[src/rtl/alu_ctrl_stage.sv]
// Registered ALU sub-control decode stage between ID and EX, with a valid/ready handshake.
// Define RV_MULDIV_EN to decode M-extension ops and hold them MD_LATENCY cycles.
module alu_ctrl_stage #(
  parameter int XLEN       = 32,
  parameter int MD_LATENCY = 4
) (
  input  logic        clk,
  input  logic        rst,
  input  logic        in_valid,
  output logic        in_ready,
  input  logic [1:0]  aluop,
  input  logic [31:0] in1,
  output logic        out_valid,
  input  logic        out_ready,
  output logic [3:0]  outsel,
  output logic [2:0]  br_cond,
  output logic        illegal,
  output logic [2:0]  md_op,
  output logic        md_sel
);

  localparam logic [3:0] SEL_AND   = 4'b0000;
  localparam logic [3:0] SEL_OR    = 4'b0001;
  localparam logic [3:0] SEL_ADD   = 4'b0010;
  localparam logic [3:0] SEL_PASSB = 4'b0011;
  localparam logic [3:0] SEL_SUB   = 4'b0110;
  localparam logic [3:0] SEL_SLT   = 4'b0111;
  localparam logic [3:0] SEL_SLTU  = 4'b1000;
  localparam logic [3:0] SEL_SLL   = 4'b1001;
  localparam logic [3:0] SEL_SRL   = 4'b1010;
  localparam logic [3:0] SEL_SRA   = 4'b1011;
  localparam logic [3:0] SEL_XOR   = 4'b1100;
  localparam logic [3:0] SEL_NONE  = 4'b1111;

  localparam logic [6:0] OPC_LUI    = 7'b0110111;
  localparam logic [6:0] F7_BASE    = 7'b0000000;
  localparam logic [6:0] F7_ALT     = 7'b0100000;
  localparam logic       WIDE_SHAMT = (XLEN == 64);

  logic [2:0] funct3;
  logic [6:0] funct7;
  logic       shamt_hi_bad;
  logic       unused_in1;

  assign funct3       = in1[14:12];
  assign funct7       = in1[31:25];
  // Bit 25 is the top shamt bit only on RV64; on RV32 it marks a malformed shift.
  assign shamt_hi_bad = in1[25] && !WIDE_SHAMT;
  assign unused_in1   = ^{in1[24:15], in1[11:7]};

  logic [3:0] dec_outsel;
  logic [2:0] dec_br;
  logic       dec_illegal;
  logic       dec_md;

`ifdef RV_MULDIV_EN
  localparam logic [6:0] F7_MULDIV = 7'b0000001;
  localparam logic [3:0] MD_LOAD   = 4'(MD_LATENCY - 1);
  assign dec_md = (aluop == 2'b01) && (funct7 == F7_MULDIV);
`else
  logic [3:0] unused_md_latency;
  assign unused_md_latency = 4'(MD_LATENCY);
  assign dec_md = 1'b0;
`endif

  always_comb begin
    dec_outsel  = SEL_NONE;
    dec_br      = 3'b000;
    dec_illegal = 1'b0;
    case (aluop)
      2'b00: dec_outsel = (in1[6:0] == OPC_LUI) ? SEL_PASSB : SEL_ADD;
      2'b01: begin
        if (dec_md) begin
          dec_outsel = SEL_NONE;
        end else if (funct7 != F7_BASE && funct7 != F7_ALT) begin
          dec_illegal = 1'b1;
        end else begin
          case ({in1[30], funct3})
            4'b0000: dec_outsel = SEL_ADD;
            4'b1000: dec_outsel = SEL_SUB;
            4'b0001: dec_outsel = SEL_SLL;
            4'b0010: dec_outsel = SEL_SLT;
            4'b0011: dec_outsel = SEL_SLTU;
            4'b0100: dec_outsel = SEL_XOR;
            4'b0101: dec_outsel = SEL_SRL;
            4'b1101: dec_outsel = SEL_SRA;
            4'b0110: dec_outsel = SEL_OR;
            4'b0111: dec_outsel = SEL_AND;
            default: dec_illegal = 1'b1;
          endcase
        end
      end
      2'b10: begin
        dec_br = funct3;
        if (funct3 == 3'b010 || funct3 == 3'b011) begin
          dec_illegal = 1'b1;
        end else begin
          dec_outsel = in1[13] ? SEL_SLTU : SEL_SLT;
        end
      end
      2'b11: begin
        case (funct3)
          3'b000: dec_outsel = SEL_ADD;
          3'b010: dec_outsel = SEL_SLT;
          3'b011: dec_outsel = SEL_SLTU;
          3'b100: dec_outsel = SEL_XOR;
          3'b110: dec_outsel = SEL_OR;
          3'b111: dec_outsel = SEL_AND;
          3'b001: begin
            if (in1[31:26] != 6'b000000 || shamt_hi_bad) dec_illegal = 1'b1;
            else dec_outsel = SEL_SLL;
          end
          default: begin
            if (shamt_hi_bad) dec_illegal = 1'b1;
            else dec_outsel = in1[30] ? SEL_SRA : SEL_SRL;
          end
        endcase
      end
      default: dec_illegal = 1'b1;
    endcase
    if (dec_illegal) dec_outsel = SEL_NONE;
  end

  logic       out_valid_q, out_valid_d;
  logic [3:0] outsel_q, outsel_d;
  logic [2:0] br_cond_q, br_cond_d;
  logic       illegal_q, illegal_d;
  logic       accept;

`ifdef RV_MULDIV_EN
  logic       md_sel_q, md_sel_d;
  logic [2:0] md_op_q, md_op_d;
  logic [3:0] busy_q, busy_d;

  assign in_ready = (busy_q == 4'd0) && (!out_valid_q || out_ready);
  assign md_sel   = md_sel_q;
  assign md_op    = md_op_q;
`else
  assign in_ready = !out_valid_q || out_ready;
  assign md_sel   = 1'b0;
  assign md_op    = 3'b000;
`endif

  assign accept    = in_valid && in_ready;
  assign out_valid = out_valid_q;
  assign outsel    = outsel_q;
  assign br_cond   = br_cond_q;
  assign illegal   = illegal_q;

  // A held M-op keeps its fields in the output register with out_valid low until the count expires.
  always_comb begin
    out_valid_d = out_valid_q && !out_ready;
    outsel_d    = outsel_q;
    br_cond_d   = br_cond_q;
    illegal_d   = illegal_q;
`ifdef RV_MULDIV_EN
    md_sel_d = md_sel_q;
    md_op_d  = md_op_q;
    busy_d   = busy_q;
    if (busy_q != 4'd0) begin
      busy_d = busy_q - 4'd1;
      if (busy_q == 4'd1) out_valid_d = 1'b1;
    end
`endif
    if (accept) begin
      out_valid_d = 1'b1;
      outsel_d    = dec_outsel;
      br_cond_d   = dec_br;
      illegal_d   = dec_illegal;
`ifdef RV_MULDIV_EN
      md_sel_d = dec_md;
      md_op_d  = dec_md ? funct3 : 3'b000;
      if (dec_md && MD_LOAD != 4'd0) begin
        busy_d      = MD_LOAD;
        out_valid_d = 1'b0;
      end
`endif
    end
  end

  always_ff @(posedge clk) begin
    if (rst) begin
      out_valid_q <= 1'b0;
      outsel_q    <= SEL_NONE;
      br_cond_q   <= 3'b000;
      illegal_q   <= 1'b0;
`ifdef RV_MULDIV_EN
      md_sel_q <= 1'b0;
      md_op_q  <= 3'b000;
      busy_q   <= 4'd0;
`endif
    end else begin
      out_valid_q <= out_valid_d;
      outsel_q    <= outsel_d;
      br_cond_q   <= br_cond_d;
      illegal_q   <= illegal_d;
`ifdef RV_MULDIV_EN
      md_sel_q <= md_sel_d;
      md_op_q  <= md_op_d;
      busy_q   <= busy_d;
`endif
    end
  end

endmodule

[config.mk]
export PLATFORM = sky130hd
export DESIGN_NAME = alu_ctrl_stage
export DESIGN_NICKNAME = d
export VERILOG_FILES = /design/src/rtl/alu_ctrl_stage.sv
export SDC_FILE = /design/constraint.sdc
export NUM_CORES = 1
export LEC_CHECK = 0
export ABC_AREA = 0
export CAP_MARGIN = 30
export CORE_MARGIN = 2
export CORE_UTILIZATION = 35
export CTS_BUF_LIST = sky130_fd_sc_hd__clkbuf_8
export CTS_CLUSTER_SIZE = 30
export DETAILED_ROUTE_END_ITERATION = 10
export GPL_TIMING_DRIVEN = 0
export PLACE_DENSITY = 0.92
export RECOVER_POWER = 50
export SYNTH_ARGS = -nofsm -noshare
export SYNTH_HDL_FRONTEND = slang
export SYNTH_SLANG_ARGS = --single-unit
[constraint.sdc]
create_clock -name clk -period 1.9 [get_ports clk]
set_input_delay 0.38 -clock clk [delete_from_list [all_inputs] [get_ports clk]]
set_output_delay 0.38 -clock clk [all_outputs]
set_load 0.01 [all_outputs]
# After elaboration in Yosys (flattened, before gate mapping)
# Index checks and enable logic that the tools add are counted.
# totals
register_bits	9
inputBits	38
# classes
n_eq_ne	20
mux	20
n_reduce_logical	15
# ops
cell	n
$pmux W4 S10	1
$pmux W4 S7	1
$eq A4 B3 Y1 const B	4
$mux W4	4
$pmux W4 S4	1
$reduce_or A10 Y1	1
$eq A3 B3 Y1 const B	3
$mux W3	3
$eq A4 B2 Y1 const B	2
$eq A4 B4 Y1 const B	2
$mux W1	8
$eq A7 B6 Y1 const B	1
$ne A7 B6 Y1 const B	1
$reduce_bool A7 Y1	1
$eq A3 B2 Y1 const B	2
$reduce_bool A6 Y1	1
$reduce_or A6 Y1	1
$eq A2 B2 Y1 const B	2
$eq A4 B1 Y1 const B	1
$logic_not A4 Y1	1
$eq A3 B1 Y1 const B	1
$logic_and A1 B1 Y1	3
$logic_not A3 Y1	1
$logic_or A1 B1 Y1	3
other kinds (5)	6

# Logic depth before layout (Yosys ltp)
# logic_depth
depth_word	6
depth_mapped	6
depth_no_buf	5

# Worst setup path after synthesis
# No wires, ideal clock.
# synth_path
path_kind	input port to flip-flop
start	input in1[25]
end	register outsel_q[2], in the netlist outsel[2]
setup_time_ns	0.120
t_arrival_ns	1.603
required_ns	1.780
path_slack_ns	0.177
path_stages	5
n_path_buf	0
path_cell_list	or4_1 nor3_2 a211o_1 a31oi_1 a211o_1
# synth_between
elab_chain_cells	5
elab_cells_between_ends	15
classes_between	eq/ne (1); mux (11); reduce/logical (3)
# synth_lines
element	line	rtl
from (decl)	12	input logic [31:0] in1,
$logic_or A1 B1 Y1, or another cell as far along	110	if (in1[31:26] != 6'b000000 || shamt_hi_bad) dec_illegal = 1'b1;
$mux W3, or another cell as far along	110	
$pmux W4 S7, or another cell as far along	102	case (funct3)
$pmux W4 S4 or $pmux W1 S3 (tied branches)	70	case (aluop)
$mux W4 *	121	if (dec_illegal) dec_outsel = SEL_NONE;
to (signal assigned)	194	outsel_q <= outsel_d;
to (decl)	125	logic [3:0] outsel_q, outsel_d;
# Mark *: on every way between the ends. The rest lies on a longest branch, timed or not.
# A chain may end at the register's enable or synchronous reset.

# Worst setup path after layout
# layout_path
start	input in1[14]
end	register illegal_q, in the netlist illegal
# layout_between
elab_chain_cells	5
elab_cells_between_ends	25
classes_between	eq/ne (15); mux (5); reduce/logical (5)
# layout_lines
element	line	rtl
$eq A4 B3 Y1, or another cell as far along	78	case ({in1[30], funct3})
$reduce_or A10 Y1 (no line)	--	
$mux W1	78	
$mux W1	75	end else if (funct7 != F7_BASE && funct7 != F7_ALT) begin
$pmux W1 S3 *	70	
to (signal assigned)	196	illegal_q <= illegal_d;
to (decl)	127	logic illegal_q, illegal_d;
# Marked as above.

==> impl_metrics.json <==
{
  "fin_crit_sh_pct": 97.6,
  "synth_top_flop_cell": "dfxtp_1",
  "setup_viol": 0,
  "path_cells": "dlygate4sd2_1, nor2b_4, or4_1, a211o_1, a31o_1, a21oi_2",
  "crit_family": "compound AO/OA/AOI/OAI gates",
  "min_path_cells": 2,
  "drcViolationCount": 0,
  "cp.required_ns": 2.06,
  "startpoint_type": "primary input",
  "finalHoldViolations": 0,
  "dr.pass1.iters": 4,
  "report.final.slew_viol_count": 0,
  "syn-mean-instance-area_um2": 7.04,
  "clk_latency_ns": 0.23,
  "async_flop_share_pct": 0,
  "clock_skew_ns": 0.00483,
  "synth_edf_count": 0,
  "grt_max_degree": 11,
  "worstSetupPathType": "primary input to register",
  "htreeDepth": 1,
  "finalPower_uw": 600,
  "syn_inst": 101,
  "rsz0062_at_grt": "false",
  "die_height_um": 49.1,
  "fmax_ghz": 0.539,
  "rows": 16,
  "min_period_ns": 1.85,
  "diodes": 0,
  "vias": 886,
  "crit_buf_inv": 1,
  "register_area_um2": 180,
  "clock-root-buffer": "clkbuf_8",
  "fillers": 183,
  "netlist_area_um2": 711,
  "antenna_found_initial": 0,
  "gp_congestion": 0.810,
  "hp-start": "br_cond[2]$_SDFFE_PP0P_",
  "numCtsBuffers": 3,
  "num_io_pins": 52,
  "clock_path_buffers": 2,
  "p_leak_uw": 0.000479,
  "cts_tree": "built",
  "critPathSlowestCell": "or4_1",
  "core_area_mm2": 0.00194,
  "cp.depth": 6,
  "fin_util_pct": 58.3,
  "area_growth_pct": 59.3,
  "cp_max_fo": 6,
  "synth-seq-cells": 9,
  "io_buffer_count": 31,
  "wl_per_cell_um": 12.7,
  "antenna_left": 0,
  "hp-class": "register to register",
  "grt-ovfl-total": 0,
  "grt_pass1_vias": 814,
  "yosysSeqAreaShare_pct": 25.4,
  "yosys.cell_types.count": 34,
  "cp_data_arrival_time_ns": 2.02,
  "cpPeakStageDelay_ns": 0.51,
  "status": "complete, no violations",
  "start_util_pct": 36.6,
  "fin_cells": 166,
  "p_per_area_mw_per_mm2": 530,
  "drive_gt1_share_pct": 10.1,
  "rr_startpoint": "out_valid$_SDFF_PP0_",
  "ir_drop_uv": 705,
  "multi_input_area_um2": 488,
  "reg2reg_depth": 5,
  "die_w_um": 49.1,
  "finalNetCount": 178,
  "via_per_inst": 5.34,
  "critPathCaptureType": "register",
  "post-place-cells": 162,
  "ys_warn_count": 0,
  "hold_buffers": 0,
  "cap_violations": 0,
  "hpwl_um": 1530,
  "totalWireLength_um": 2110,
  "grtUsageTotal_pct": 18.0,
  "grt_pass1_wl_um": 3460,
  "dr.first_iter.drc_count": 32,
  "setup.worst_path.start": "in1[14]",
  "cts_sinks": 9,
  "clk_pin_slew_ns": 0.04,
  "die-area_mm2": 0.00241
}
==> where the power goes <==
group	total [uW]	internal, uW	switching [uW]
Sequential	206	201	4.97
Combinational	180	92.6	86.9
Clock	215	141	74.7
Total	600	434	167
==> flip-flops by register name, summed over array words and instances, names as in the netlist <==
register   count
outsel         4
br_cond        3
illegal        1
out_valid      1
==> metal layers <==
layer	track usage [%]	wire length, um	vias to the layer above
met3	8.28	161	2
met1	20.5	879	408
li1	-	-	431
met4	4.29	8	0
met5	0	0	-
met2	30.4	1060	45
==> metrics by stage <==
step | instance area, um^2 | hold slack [ns] | worst slack (ns) | setup TNS (ns)
2_1_floorplan | 722 | 0.476 | 0.177 | 0
6_report | 1130 | 0.450 | 0.0454 | 0
5_1_grt | 1130 | 0.479 | 0.0109 | 0
3_5_place_dp | 1070 | 0.447 | -0.490 | -2.02
4_1_cts | 1130 | 0.454 | 0.00715 | 0
3_3_place_gp | 1070 | 0.445 | -0.448 | -1.83
==> final timing paths <==
| kind | to | slack, ns |
|---|---|---|
| setup / recovery | illegal$_SDFFE_PP0P_ | 0.05 |
| hold / removal | br_cond[2]$_SDFFE_PP0P_ | 0.45 |
| setup reg to reg | illegal$_SDFFE_PP0P_ | 0.49 |
| hold reg to reg | br_cond[2]$_SDFFE_PP0P_ | 0.45 |
==> kinds of logic (layout without fill, tap and decap cells) <==
logic type / after synthesis / after routing / synth area share, %
xor gates and xnor gates: 3 / 3 / 3.70
other: 1 / 4 / 0.528
buffers and inverters: 15 / 50 / 10.0
AOI/OAI and AO/OA: 34 / 34 / 29.6
DFF: 9 / 9 / 25.4
and+or+nand+nor: 39 / 39 / 30.8
==> worst reg2reg max path, delay by kind of cell (launching register included) <==
family           cells  cell delay, ns
AO/OA/AOI/OAI        3            0.60
AND/OR/NAND/NOR      2            0.44
flip-flops           1            0.30
==> synth_stat cells (2+ instances only) <==
library cell	number	share of area [%]
nor2_1	5	2.6
nand3_1	5	3.5
nor2b_1	4	3.5
a31oi_1	3	2.6
nand2_1	11	5.8
clkbuf_1	7	3.7
a211o_1	2	2.5
buf_4	4	4.2
and3b_1	2	2.5
inv_1	4	2.1
o22ai_1	2	1.8
o21ai_0	9	6.3
a21oi_1	10	7.0
nand2b_1	3	2.6
dfxtp_1	9	25
or4_1	2	2.1
xnor2_1	2	2.5
==> cell usage in the layout, fill, tap and decap left out, types with 2 or more instances in the layout <==
cell type,instances
dfxtp_1,9
clkdlybuf4s50_1,13
clkbuf_8,3
nand2b_1,2
inv_1,5
nor2b_1,4
o21ai_0,9
dlygate4sd3_1,8
conb_1,4
nand3_1,5
dlymetal6s2s_1,3
a21oi_1,10
a211o_1,2
a31oi_1,3
o22ai_1,2
xnor2_1,2
dlygate4sd2_1,7
nor2_1,5
buf_4,5
clkbuf_1,5
nand2_1,11
and3b_1,2
==> final cells by class <==
cell class,instances,share of cell area (%)
plain buffers,10,4.75
clock inverters,1,0.331
repair buffers,32,28.0
clock buffers,3,3.65
inverters,4,1.33
flip-flops and latches,9,15.9
well taps,27,2.98
multi-input cells,80,43.1
==> timing repair <==
action,4_1_cts,5_1_grt
endpoints found under the setup margin,6,5
resized for setup,10,5
setup buffers,1,0
pin swaps,7,6
Note: power is estimated with default switching activity, not from simulation.
